==> config.mk <==
export PLATFORM = sky130hd
export DESIGN_NAME = rast_tri_sched
export DESIGN_NICKNAME = d
export VERILOG_FILES = /design/src/rtl/rast_sched_pkg.sv /design/src/rtl/rast_rr_arbiter.sv /design/src/rtl/rast_tri_sched.sv
export SDC_FILE = /design/constraint.sdc
export NUM_CORES = 1
export LEC_CHECK = 0
export BUFFER_PORTS_ARGS = -buffer_cell sky130_fd_sc_hd__buf_2
export CORE_AREA = 2 2 401 403
export CTS_BUF_LIST = sky130_fd_sc_hd__clkbuf_2
export CTS_CLUSTER_DIAMETER = 50
export CTS_CLUSTER_SIZE = 24
export DETAILED_ROUTE_END_ITERATION = 12
export DIE_AREA = 0 0 403 405
export PLACE_DENSITY_LB_ADDON = 0.2
export RECOVER_POWER = 50
export SETUP_SLACK_MARGIN = 0.1
export SYNTH_ARGS = -nofsm -noshare
export SYNTH_HDL_FRONTEND = slang
export SYNTH_SLANG_ARGS = --single-unit
==> constraint.sdc <==
create_clock -name clk -period 3.6 [get_ports clk]
set_clock_uncertainty 0.05 [all_clocks]
set_input_delay 0.18 -clock clk [delete_from_list [all_inputs] [get_ports clk]]
set_output_delay 0.18 -clock clk [all_outputs]
set_load 0.03 [all_outputs]
==> src/rtl/rast_sched_pkg.sv <==
// Shared types and constants for the rast triangle issue scheduler.
// Field widths live here so the hold-register struct and the port widths always agree.
package rast_sched_pkg;

   localparam int SIGFIG   = 24;
   localparam int VERTS    = 3;
   localparam int AXIS     = 3;
   localparam int COLORS   = 3;
   localparam int TRI_W    = VERTS * AXIS * SIGFIG;
   localparam int COLOR_W  = COLORS * SIGFIG;
   localparam int SCREEN_W = 2 * SIGFIG;

   localparam logic [3:0] SS_1 = 4'b0001;
   localparam logic [3:0] SS_2 = 4'b0010;
   localparam logic [3:0] SS_4 = 4'b0100;
   localparam logic [3:0] SS_8 = 4'b1000;

   typedef enum logic [1:0] {
      RUN   = 2'd0,
      DRAIN = 2'd1,
      APPLY = 2'd2
   } sched_state_t;

   typedef struct packed {
      logic [TRI_W-1:0]    tri_pos;
      logic [COLOR_W-1:0]  color;
      logic [SCREEN_W-1:0] screen;
   } tri_bundle_t;

   function automatic logic is_onehot4(input logic [3:0] v);
      return (v != 4'd0) && ((v & (v - 4'd1)) == 4'd0);
   endfunction

endpackage

==> src/rtl/rast_rr_arbiter.sv <==
// Round-robin arbiter: grants the first requester at or after the pointer,
// and advances the pointer past the winner only when the grant is actually used.
module rast_rr_arbiter #(
   parameter int NREQ = 2
) (
   input  logic            clk,
   input  logic            rst_n,
   input  logic [NREQ-1:0] req,
   input  logic            enable,
   output logic [NREQ-1:0] grant
);

   localparam int PW = (NREQ > 1) ? $clog2(NREQ) : 1;

   logic [PW-1:0] ptr_q, ptr_d;
   logic          found;

   // Search by rotational distance from the pointer so the lowest distance wins.
   always_comb begin
      grant = '0;
      ptr_d = ptr_q;
      found = 1'b0;
      for (int d = 0; d < NREQ; d++) begin
         for (int i = 0; i < NREQ; i++) begin
            if (!found && req[i] && (((i - int'(ptr_q) + NREQ) % NREQ) == d)) begin
               grant[i] = 1'b1;
               found    = 1'b1;
               if (enable) begin
                  ptr_d = PW'((i + 1) % NREQ);
               end
            end
         end
      end
   end

   always_ff @(posedge clk or negedge rst_n) begin
      if (!rst_n) begin
         ptr_q <= '0;
      end else begin
         ptr_q <= ptr_d;
      end
   end

endmodule

==> src/rtl/rast_tri_sched.sv <==
// Issue scheduler in front of rast: arbitrates triangle sources into a single hold slot
// and changes subSample only once the rast pipeline has been proven empty.
//
//   state | meaning
//   RUN   | normal issue; requesters arbitrated into the hold slot
//   DRAIN | cfg pending; no new grants, wait for DRAIN_CYC clean empty cycles
//   APPLY | one cycle: apply subSample if one-hot, pulse cfg_ready (and cfg_err)
module rast_tri_sched
   import rast_sched_pkg::*;
#(
   parameter int         NREQ      = 2,
   parameter int         DRAIN_CYC = 6,
   parameter logic [3:0] SS_RST    = SS_1
) (
   input  logic                     clk,
   input  logic                     rst,
   input  logic [NREQ-1:0]          req_valid,
   output logic [NREQ-1:0]          req_ready,
   input  logic [NREQ*TRI_W-1:0]    req_tri,
   input  logic [NREQ*COLOR_W-1:0]  req_color,
   input  logic [NREQ*SCREEN_W-1:0] req_screen,
   input  logic                     cfg_valid,
   input  logic [3:0]               cfg_subSample,
   output logic                     cfg_ready,
   output logic                     cfg_err,
   output logic                     validTri_R10H,
   output logic [TRI_W-1:0]         tri_R10S,
   output logic [COLOR_W-1:0]       color_R10U,
   output logic [SCREEN_W-1:0]      screen_RnnnnS,
   output logic [3:0]               subSample_RnnnnU,
   input  logic                     halt_RnnnnL,
   output logic [15:0]              tri_count
);

   localparam int DCW = $clog2(DRAIN_CYC + 1);

   sched_state_t   state_q, state_d;
   logic           held_q, held_d;
   tri_bundle_t    slot_q, slot_d;
   logic [3:0]     ss_q, ss_d;
   logic [15:0]    cnt_q, cnt_d;
   logic [DCW-1:0] drain_q, drain_d;

   logic            accept;
   logic            load_en;
   logic            load;
   logic [NREQ-1:0] grant;
   tri_bundle_t     sel_bundle;

   assign accept = held_q & halt_RnnnnL;

   // rst gates the grant path so req_ready reads zero for the whole reset window.
   assign load_en = rst & (state_q == RUN) & ~cfg_valid & (~held_q | accept);
   assign load    = load_en & (|req_valid);

   rast_rr_arbiter #(
      .NREQ(NREQ)
   ) u_arb (
      .clk   (clk),
      .rst_n (rst),
      .req   (req_valid),
      .enable(load_en),
      .grant (grant)
   );

   assign req_ready = grant & {NREQ{load_en}};

   always_comb begin
      sel_bundle = '0;
      for (int i = 0; i < NREQ; i++) begin
         sel_bundle.tri_pos = sel_bundle.tri_pos
                            | ({TRI_W{grant[i]}} & req_tri[i*TRI_W +: TRI_W]);
         sel_bundle.color   = sel_bundle.color
                            | ({COLOR_W{grant[i]}} & req_color[i*COLOR_W +: COLOR_W]);
         sel_bundle.screen  = sel_bundle.screen
                            | ({SCREEN_W{grant[i]}} & req_screen[i*SCREEN_W +: SCREEN_W]);
      end
   end

   always_comb begin
      state_d   = state_q;
      held_d    = held_q;
      slot_d    = slot_q;
      ss_d      = ss_q;
      cnt_d     = cnt_q;
      drain_d   = drain_q;
      cfg_ready = 1'b0;
      cfg_err   = 1'b0;

      if (accept) begin
         held_d = 1'b0;
         cnt_d  = cnt_q + 16'd1;
      end
      if (load) begin
         held_d = 1'b1;
         slot_d = sel_bundle;
      end

      case (state_q)
         RUN: begin
            drain_d = '0;
            if (cfg_valid) begin
               state_d = DRAIN;
            end
         end
         DRAIN: begin
            // Only an empty slot with rast ready and nothing issued counts as proof of empty.
            if (accept || !halt_RnnnnL) begin
               drain_d = '0;
            end else if (!held_q) begin
               if (drain_q == DCW'(DRAIN_CYC - 1)) begin
                  drain_d = '0;
                  state_d = APPLY;
               end else begin
                  drain_d = drain_q + DCW'(1);
               end
            end
         end
         APPLY: begin
            cfg_ready = 1'b1;
            if (is_onehot4(cfg_subSample)) begin
               ss_d = cfg_subSample;
            end else begin
               cfg_err = 1'b1;
            end
            state_d = RUN;
         end
         default: begin
            state_d = RUN;
         end
      endcase
   end

   always_ff @(posedge clk or negedge rst) begin
      if (!rst) begin
         state_q <= RUN;
         held_q  <= 1'b0;
         slot_q  <= '0;
         ss_q    <= SS_RST;
         cnt_q   <= '0;
         drain_q <= '0;
      end else begin
         state_q <= state_d;
         held_q  <= held_d;
         slot_q  <= slot_d;
         ss_q    <= ss_d;
         cnt_q   <= cnt_d;
         drain_q <= drain_d;
      end
   end

   assign validTri_R10H    = accept;
   assign tri_R10S         = slot_q.tri_pos;
   assign color_R10U       = slot_q.color;
   assign screen_RnnnnS    = slot_q.screen;
   assign subSample_RnnnnU = ss_q;
   assign tri_count        = cnt_q;

endmodule

==> run_results.csv, run 1 <==
group,metric,value,unit
die,starting_utilization_of_the_core_area,0.109,
clocking,hold_buffer_count_at_cts,891,
synth,synth.most_common_cell,"dfrtp_1",
synth,synth_commonest_cells,"dfrtp_1, a22o_1, mux2_1",
placed_design,dp.final_hpwl,73.1,mm
clocking,cts_resized,1,
clocking,tritoncts_num_sinks,363,
clocking,cts_root_cell,"clkbuf_2",
die,die-width,403,um
die,die-height,405,um
synth,net_count_after_synthesis,1937,
synth,yosys_register_bits,363,
synth,synth_warnings,0,
run_status,run_status,"stopped before the end",
placed_design,portBuffers,1042,
die,io_pins,1043,
synth,async_reset_ff_frac,1.00,
clocking,post_cts_buffers,1,
clocking,cts-htree-levels,3,
clocking,total_cts_buffers,71,
synth,synth.distinct_cells,41,
synth,synth_top_cell_by_area,"dfrtp_1",
die,std_cell_rows,147,
synth,synth.cell_area,17300,um2
synth,top_post_synthesis_cells_by_area,"dfrtp_1, mux2_1, a22o_1, buf_8, clkbuf_1",
synth,synth-edff-count,0,
synth,avgSynthCellArea,13.8,um2
placed_design,final_weighted_congestion_in_routability_driven_placement,0.791,
clocking,clock_path_buffers,3,
synth,most_common_flop_cell_mapped_by_yosys,"dfrtp_1",
run_status,failing_step,"4_1_cts",
synth,synth_largest_type_area_fraction,0.523,
run_status,error,"[ERROR RSZ-0060] Max buffer count reached.",
synth,syn-instance-count,1254,
synth,register_area_share_after_synthesis,0.524,
==> stage by stage <==
| step | utilization | worst slack [ns] | instance area (um2) | instances | hold slack [ns] |
|---|---|---|---|---|---|
| floorplan | - | 1.56 | 17300 | 1254 | -0.166 |
| global placement | 0.156 | 1.07 | 24800 | 4309 | 0.316 |
| detailed placement | 0.156 | 1.06 | 24800 | 4309 | 0.326 |
==> kinds of logic after synthesis <==
| kind of cell | count (synthesis) | synth area share |
|---|---|---|
| AND/OR/NAND/NOR | 60 | 0.0191 |
| AO/OA/AOI/OAI | 353 | 0.177 |
| flip-flops | 363 | 0.524 |
| adder cells (fa/ha/maj) | 1 | 0.000722 |
| buffers and inverters | 120 | 0.0498 |
| multiplexers | 338 | 0.220 |
| XOR/XNOR | 19 | 0.00961 |
==> inputs of run 2 (changes only) <==
==> config.mk (replaced) <==
export PLATFORM = sky130hd
export DESIGN_NAME = rast_tri_sched
export DESIGN_NICKNAME = d
export VERILOG_FILES = /design/src/rtl/rast_sched_pkg.sv /design/src/rtl/rast_rr_arbiter.sv /design/src/rtl/rast_tri_sched.sv
export SDC_FILE = /design/constraint.sdc
export NUM_CORES = 1
export LEC_CHECK = 0
export BUFFER_PORTS_ARGS = -buffer_cell sky130_fd_sc_hd__buf_2
export CORE_AREA = 2 2 407 409
export DETAILED_ROUTE_END_ITERATION = 12
export DIE_AREA = 0 0 409 411
export PLACE_DENSITY_LB_ADDON = 0.15
export RECOVER_POWER = 50
export SYNTH_ARGS = -nofsm -noshare
export SYNTH_HDL_FRONTEND = slang
export SYNTH_SLANG_ARGS = --single-unit
==> run 2 against run 1 <==
  * The flow now finishes, with violations (capacitance limit, slew limit)
  * Synthesized cell count stayed put
  * Synthesized area is the same
==> run_results.csv, run 2 <==
group,metric,value,unit
detailed_routing,met2RoutedLength,49.5,mm
sta,worst-slew-pin-transition,1.81,ns
global_routing,gr-usage-all-layers,0.107,
power_and_ir_drop,p_switching,6.24,mW
synth,synth.cell_area,17300,um2
job,max-cap-violations,2,
detailed_routing,wl_met3,5.52,mm
synth,synth_commonest_cells,"dfrtp_1, a22o_1, mux2_1",
synth,synth_largest_type_area_fraction,0.523,
sta,maxSlewViolCount,151,
clocking,tritoncts_num_sinks,363,
power_and_ir_drop,intPower,10.4,mW
finish,max_reg_flops,216,
setup_path,timing.setup.critical_path_class,"flip-flop to flip-flop",
detailed_routing,detail_route.wirelength.met1,36.0,mm
detailed_routing,initial_drc_count,567,
detailed_routing,vias_per_cell,3.38,
synth,avgSynthCellArea,13.8,um2
global_routing,gr-total-overflow,0,
power_and_ir_drop,ir_worst_vdd,0.255,mV
finish,area_growth,90.7,%
synth,synth-edff-count,0,
power_and_ir_drop,power.combinational.fraction,0.357,
power_and_ir_drop,power_per_cell_area,503,nW/um2
clocking,tritoncts_clock_tree,"built",
sta,final_period_minus_worst_setup_slack,2.77,ns
clocking,cts_root_cell,"clkbuf_16",
finish,layout.cells.most_common_list,"buf_2, dlygate4sd3_1, dfrtp_1, a22o_1, mux2_1",
sta,min_period_over_period,0.770,
detailed_routing,drc,0,
clocking,clock_path_buffers,3,
setup_path,crit_path_max_fanout,44,
synth,top_post_synthesis_cells_by_area,"dfrtp_1, mux2_1, a22o_1, buf_8, clkbuf_1",
sta,setup_total_negative_slack,0,ns
finish,most_common_cell_after_layout_fill_and_taps_aside,"buf_2",
power_and_ir_drop,power.share.switching,0.375,
die,std_cell_rows,149,
run_status,violations,"capacitance limit, slew limit",
detailed_routing,route.top_layer_used,"met5",
synth,async_reset_ff_frac,1.00,
detailed_routing,drt-pass1-iter-count,4,
finish,ff_latch_area,9080,um2
placed_design,dpl_worst_slack,0.991,ns
synth,register_area_share_after_synthesis,0.524,
global_routing,number_of_antenna_violations_at_the_first_check_in_global_routing,14,
global_routing,grt_max_degree,130,
die,die-height,411,um
setup_path,worst_ep_arrival_time,3.21,ns
clocking,cts-htree-levels,2,
placed_design,portBuffers,1042,
synth,most_common_flop_cell_mapped_by_yosys,"dfrtp_1",
finish,postLayoutCoreUtil,0.202,
finish,multiInputGateArea,7390,um2
run_status,run_status,"complete, but fails checks",
sta,setup_violations,0,
global_routing,grt_pass1_wl,132,mm
synth,yosys_register_bits,363,
finish,layout.filler_cells,18198,
detailed_routing,wl_per_cell,18.2,um
finish,fin_nets,3632,
placed_design,dp.final_hpwl,74.0,mm
clocking,clock_insertion_delay_worst_skew,0.60,ns
finish,layout_cell_share_with_drive_strength_beyond_1,0.316,
setup_path,crit_path_end_kind,"flip-flop",
power_and_ir_drop,p_total,16.6,mW
synth,synth.most_common_cell,"dfrtp_1",
die,die-width,409,um
clocking,cts_resized,0,
detailed_routing,wl,94.1,mm
sta,fmax,0.361,GHz
setup_path,cp_data_required_time,4.04,ns
detailed_routing,route.antenna.remaining_nets,0,
die,floorplan.die_area,168000,um2
die,floorplan.core_area,164000,um2
power_and_ir_drop,leakagePower,16.1,nW
global_routing,first_global_vias,18925,
synth,synth_warnings,0,
sta,grt_setup_unrepaired,"false",
synth,net_count_after_synthesis,1937,
sta,max-slew-margin-rel,-0.208,
power_and_ir_drop,clockPowerShare,0.320,
die,io_pins,1043,
synth,synth_top_cell_by_area,"dfrtp_1",
setup_path,start_kind,"flip-flop",
clocking,worst_setup_hold_path_clk_slew,0.06,ns
clocking,total_cts_buffers,51,
synth,syn-instance-count,1254,
detailed_routing,num_vias,17522,
sta,timing_hold_violations_final,0,
power_and_ir_drop,power_frac_seq,0.323,
placed_design,final_weighted_congestion_in_routability_driven_placement,0.792,
synth,synth.distinct_cells,41,
sta,finalWorstSetupSlack,0.829,ns
hold_path,worstHoldPathType,"input pin to flip-flop",
die,starting_utilization_of_the_core_area,0.106,
## run 2: area by class of cell
class,instances,share of cell area
tap,2189,0.0829
clock inverter,20,0.00784
sequential,363,0.275
timing repair buffer,1760,0.365
antenna,5,0.000379
inverter,2,0.000227
clock buffer,73,0.0451
multi-input combinational,771,0.224
## run 2: stage by stage
| stage | std cells | hold slack [ns] | cell area [um2] |
|---|---|---|---|
| global route | 5181 | 0.0384 | 33000 |
| global placement | 4425 | 0.0170 | 25000 |
| detailed placement | 4425 | 0.0336 | 25000 |
| CTS | 5178 | 0.00490 | 33400 |
| finish | 5183 | 0.0340 | 33000 |
| floorplan | 1254 | -0.166 | 17300 |
## run 2: path summary, 6_finish.rpt
path / start / endpoint / slack [ns] / cells past startpoint
min: req_screen[94] / screen_RnnnnS[46]$_DFFE_PN0P_ / 0.03 / 3
min in group asynchronous: rst / color_R10U[16]$_DFFE_PN0P_ / 0.40 / 3
max: u_arb.ptr_q$_DFF_PN0_ / color_R10U[23]$_DFFE_PN0P_ / 0.83 / 7
max in group asynchronous: rst / state_q[1]$_DFFE_PN0P_ / 1.30 / 4
max reg2reg: u_arb.ptr_q$_DFF_PN0_ / color_R10U[23]$_DFFE_PN0P_ / 0.83 / 7
min reg2reg: tri_count[15]$_DFFE_PN0P_ / tri_count[15]$_DFFE_PN0P_ / 0.42 / 1
## run 2: critical path, stage by stage, from the launching register on
cell and delay (ns):
dfrtp_1 0.42, nand2b_1 0.16, and2_4 0.27, buf_12 0.23, buf_4 0.28, a22o_1 0.23, dlygate4sd3_1 0.61, mux2_1 0.31
## run 2: timing repair
item	CTS	global route
hold buffers	660	0
hold endpoints to repair	527	0
setup buffers	0	0
setup endpoints to repair	0	0
## run 2: per-layer routing
metal  GRT usage  vias to the layer above
met5           0                        -
met2       0.197                      628
met1       0.118                     8536
met4      0.0373                        4
li1            -                     8217
met3      0.0256                      137
## run 2: cells by family (layout without fill, tap and decap cells)
kind of cell | after synthesis | count (layout) | share of synthesized area
muxes | 338 | 338 | 0.220
adders and majority gates | 1 | 1 | 0.000722
other | 0 | 5 | 0
DFF | 363 | 363 | 0.524
xor gates and xnor gates | 19 | 19 | 0.00961
and+or+nand+nor | 60 | 60 | 0.0191
buffers and inverters | 120 | 1855 | 0.0498
AOI/OAI and AO/OA | 353 | 353 | 0.177
## run 2: power by group through the flow
stage                     Clock, mW  Combinational (mW)  Sequential (mW)
after floorplan                   0                1.26             7.05
after global placement            0                5.48             5.42
after detailed placement          0                5.46             5.42
after CTS                      5.64                6.27             5.37
after global routing           5.79                6.29             5.49
final                          5.31                5.93             5.37
(Power assumes the default switching activity.)
==> inputs of run 3 (changes only) <==
--- a/config.mk
+++ b/config.mk
@@ -5,10 +5,11 @@
 export SDC_FILE = /design/constraint.sdc
 export NUM_CORES = 1
 export LEC_CHECK = 0
+export ABC_AREA = 1
 export BUFFER_PORTS_ARGS = -buffer_cell sky130_fd_sc_hd__buf_2
-export CORE_AREA = 2 2 407 409
+export CORE_AREA = 2 2 401 403
 export DETAILED_ROUTE_END_ITERATION = 12
-export DIE_AREA = 0 0 409 411
+export DIE_AREA = 0 0 403 405
 export PLACE_DENSITY_LB_ADDON = 0.15
 export RECOVER_POWER = 50
 export SYNTH_ARGS = -nofsm -noshare
==> constraint.sdc (replaced) <==
create_clock -name clk -period 2.7 [get_ports clk]
set_clock_uncertainty 0.05 [all_clocks]
set_input_delay 0.135 -clock clk [delete_from_list [all_inputs] [get_ports clk]]
set_output_delay 0.135 -clock clk [all_outputs]
set_load 0.03 [all_outputs]
==> run 3 against run 2 <==
  * Largest cell class unchanged
  * Flip-flop and latch count stayed put
  * Count of clock-buffer cells in the layout is 2 lower
  * The flow now finishes without violations
  * Critical path depth up 1
==> run_results.csv, run 3 <==
group,metric,value,unit
detailed_routing,route.antenna.remaining_nets,0,
finish,layout.cells.most_common_list,"nand2_1, buf_2, dlygate4sd3_1, inv_1, dfrtp_1",
sta,setup_violations,0,
synth,synth.most_common_cell,"nand2_1",
synth,most_common_flop_cell_mapped_by_yosys,"dfrtp_1",
detailed_routing,route.top_layer_used,"met5",
hold_path,min_path_cells,5,
detailed_routing,wl_met3,7.17,mm
global_routing,grt_pass1_wl,159,mm
power_and_ir_drop,power.share.switching,0.463,
synth,compound_cell_area_share_of_the_yosys_netlist,0.0931,
sta,max-slew-margin-rel,0.172,
sta,setup_total_negative_slack,0,ns
power_and_ir_drop,power_per_cell_area,872,nW/um2
sta,fmax,0.388,GHz
power_and_ir_drop,intPower,16.3,mW
detailed_routing,initial_drc_count,1139,
global_routing,first_global_vias,24449,
setup_path,cp_data_required_time,3.21,ns
placed_design,portBuffers,1042,
finish,max_reg_flops,216,
detailed_routing,met2RoutedLength,55.5,mm
die,io_pins,1043,
synth,synth-edff-count,0,
synth,top_post_synthesis_cells_by_area,"dfrtp_1, nand2_1, nand3_1, o21ai_0, inv_1",
placed_design,postPlaceCellArea,26700,um2
clocking,clock_path_buffers,3,
sta,min_period_over_period,0.955,
clocking,cts_resized,0,
placed_design,dp.final_hpwl,82.9,mm
clocking,tritoncts_clock_tree,"built",
power_and_ir_drop,leakagePower,18.6,nW
job,max-cap-violations,0,
setup_path,start_kind,"flip-flop",
clocking,worst_setup_hold_path_clk_slew,0.06,ns
placed_design,dpl.cell_count,5695,
setup_path,crit_path_max_fanout,54,
setup_path,timing.setup.critical_path_class,"flip-flop to flip-flop",
finish,area_growth,83.5,%
global_routing,number_of_antenna_violations_at_the_first_check_in_global_routing,45,
die,starting_utilization_of_the_core_area,0.119,
detailed_routing,drc,0,
synth,async_reset_ff_frac,1.00,
synth,synth.distinct_cells,27,
synth,net_count_after_synthesis,3384,
finish,layout_cell_share_with_drive_strength_beyond_1,0.221,
sta,final_period_minus_worst_setup_slack,2.58,ns
synth,synth_warnings,0,
finish,ff_latch_area,9080,um2
die,floorplan.die_area,163000,um2
detailed_routing,wl_per_cell,17.2,um
global_routing,grt_max_degree,137,
die,die-height,405,um
finish,fin_nets,5010,
finish,multiInputGateArea,7700,um2
sta,timing_hold_violations_final,0,
synth,synth_top_cell_by_area,"dfrtp_1",
power_and_ir_drop,power.combinational.fraction,0.465,
power_and_ir_drop,p_switching,14.1,mW
synth,avgSynthCellArea,7.02,um2
die,std_cell_rows,147,
synth,yosys_register_bits,363,
synth,post_synth_mux_area_share,0,
sta,maxSlewViolCount,0,
clocking,tritoncts_num_sinks,363,
synth,synth.cell_area,19000,um2
synth,synthAdderAreaFrac,0.000660,
synth,main_combinational_cell_family_by_area_after_synthesis,"simple AND/OR/NAND/NOR gates",
detailed_routing,detail_route.wirelength.met1,44.0,mm
finish,most_common_cell_after_layout_fill_and_taps_aside,"nand2_1",
global_routing,gr-total-overflow,0,
finish,layout.filler_cells,18285,
detailed_routing,vias_per_cell,3.67,
placed_design,final_weighted_congestion_in_routability_driven_placement,0.784,
finish,postLayoutCellArea,34800,um2
finish,final-instance-count-excl-fill,6456,
power_and_ir_drop,ir_worst_vdd,0.459,mV
detailed_routing,num_vias,23672,
synth,synth_xor_xnor_area_share,0.00600,
clocking,total_cts_buffers,52,
synth,synth_commonest_cells,"nand2_1, inv_1, dfrtp_1",
run_status,run_status,"completed",
setup_path,crit_path_end_kind,"flip-flop",
power_and_ir_drop,clockPowerShare,0.239,
clocking,clock_insertion_delay_worst_skew,0.62,ns
power_and_ir_drop,power_frac_seq,0.296,
setup_path,worst_ep_arrival_time,3.08,ns
sta,worst-slew-pin-transition,1.24,ns
die,floorplan.core_area,159000,um2
sta,grt_setup_unrepaired,"false",
synth,syn-instance-count,2701,
setup_path,reg2reg_depth,8,
hold_path,worstHoldPathType,"input pin to flip-flop",
sta,worst_hold_slack,0.0222,ns
synth,register_area_share_after_synthesis,0.479,
die,die-width,403,um
detailed_routing,drt-pass1-iter-count,5,
detailed_routing,wl,111,mm
global_routing,gr-usage-all-layers,0.130,
synth,synth_largest_type_area_fraction,0.478,
power_and_ir_drop,p_total,30.4,mW
clocking,cts-htree-levels,2,
synth,basic_gate_share_of_the_synthesized_area_counting_and_or_nand_and_nor_cells,0.306,
clocking,cts_root_cell,"clkbuf_16",
-- run 3: cell types whose count changed after synthesis, sizes merged, moves of 6 or more --
cell    delta
a22o     -337
buf       +58
clkbuf    +10
inv      +363
mux2     -337
nand2   +1040
nand3    +340
o21ai    +341
xnor2      -6
-- run 3: worst max-delay path, stage by stage (launching register included) --
cell and delay [ns]:
dfrtp_1 0.44, nand2_4 0.20, buf_12 0.27, buf_12 0.30, nand3_1 0.10, o21ai_0 0.18, dlygate4sd3_1 0.66, nand2_1 0.08
nand2_1 0.08
-- run 3: power by group through the flow --
stage,registers [mW],clock network [mW],logic [mW]
6_report,8.99,7.25,14.1
5_1_grt,9.30,7.82,15.3
4_1_cts,8.97,7.65,14.9
3_5_place_dp,9.01,0,13.3
3_3_place_gp,9.03,0,13.3
2_1_floorplan,13.4,0,3.09
-- run 3: layer usage --
metal  track usage  vias to the layer above
li1              -                    11626
met1         0.146                    11075
met2         0.234                      723
met3        0.0360                      202
met4        0.0447                       46
met5             0                        -
-- run 3: through the flow --
stage	setup slack [ns]	util
3_3_place_gp	0.557	0.168
3_5_place_dp	0.531	0.168
5_1_grt	0.0223	0.219
2_1_floorplan	0.809	-
4_1_cts	0.0913	0.220
6_report	0.123	0.219
-- run 3: worst paths after layout --
check	from	end	slack, ns
max reg2reg	u_arb.ptr_q$_DFF_PN0_	color_R10U[13]$_DFFE_PN0P_	0.12
min	req_screen[90]	screen_RnnnnS[42]$_DFFE_PN0P_	0.02
max	u_arb.ptr_q$_DFF_PN0_	color_R10U[13]$_DFFE_PN0P_	0.12
max in group asynchronous	rst	screen_RnnnnS[18]$_DFFE_PN0P_	0.46
min reg2reg	tri_R10S[142]$_DFFE_PN0P_	tri_R10S[142]$_DFFE_PN0P_	0.41
min in group asynchronous	rst	tri_R10S[70]$_DFFE_PN0P_	0.43
-- run 3: final cells by class --
type | count | area share
Antenna cell | 5 | 0.000359
Sequential cell | 363 | 0.261
Timing Repair Buffer | 1758 | 0.352
Clock inverter | 21 | 0.00845
Inverter | 365 | 0.0396
Clock buffer | 71 | 0.0420
Tap cell | 2086 | 0.0750
Multi-Input combinational cell | 1787 | 0.221
-- run 3: timing repair --
| action | in CTS | in global routing |
|---|---|---|
| setup buffers | 1 | 0 |
| hold buffers | 663 | 0 |
| setup endpoints to repair | 1 | 0 |
| endpoints found under the hold margin | 440 | 0 |
-- run 3: logic make-up (layout without fill, tap and decap cells) --
| family | count (synthesis) | in the layout |
|---|---|---|
| AO/OA/AOI/OAI | 351 | 351 |
| XOR/XNOR | 13 | 13 |
| adder cells (fa/ha/maj) | 1 | 1 |
| buffers and inverters | 551 | 2215 |
| flip-flops | 363 | 363 |
| other | 0 | 5 |
| AND/OR/NAND/NOR | 1422 | 1422 |
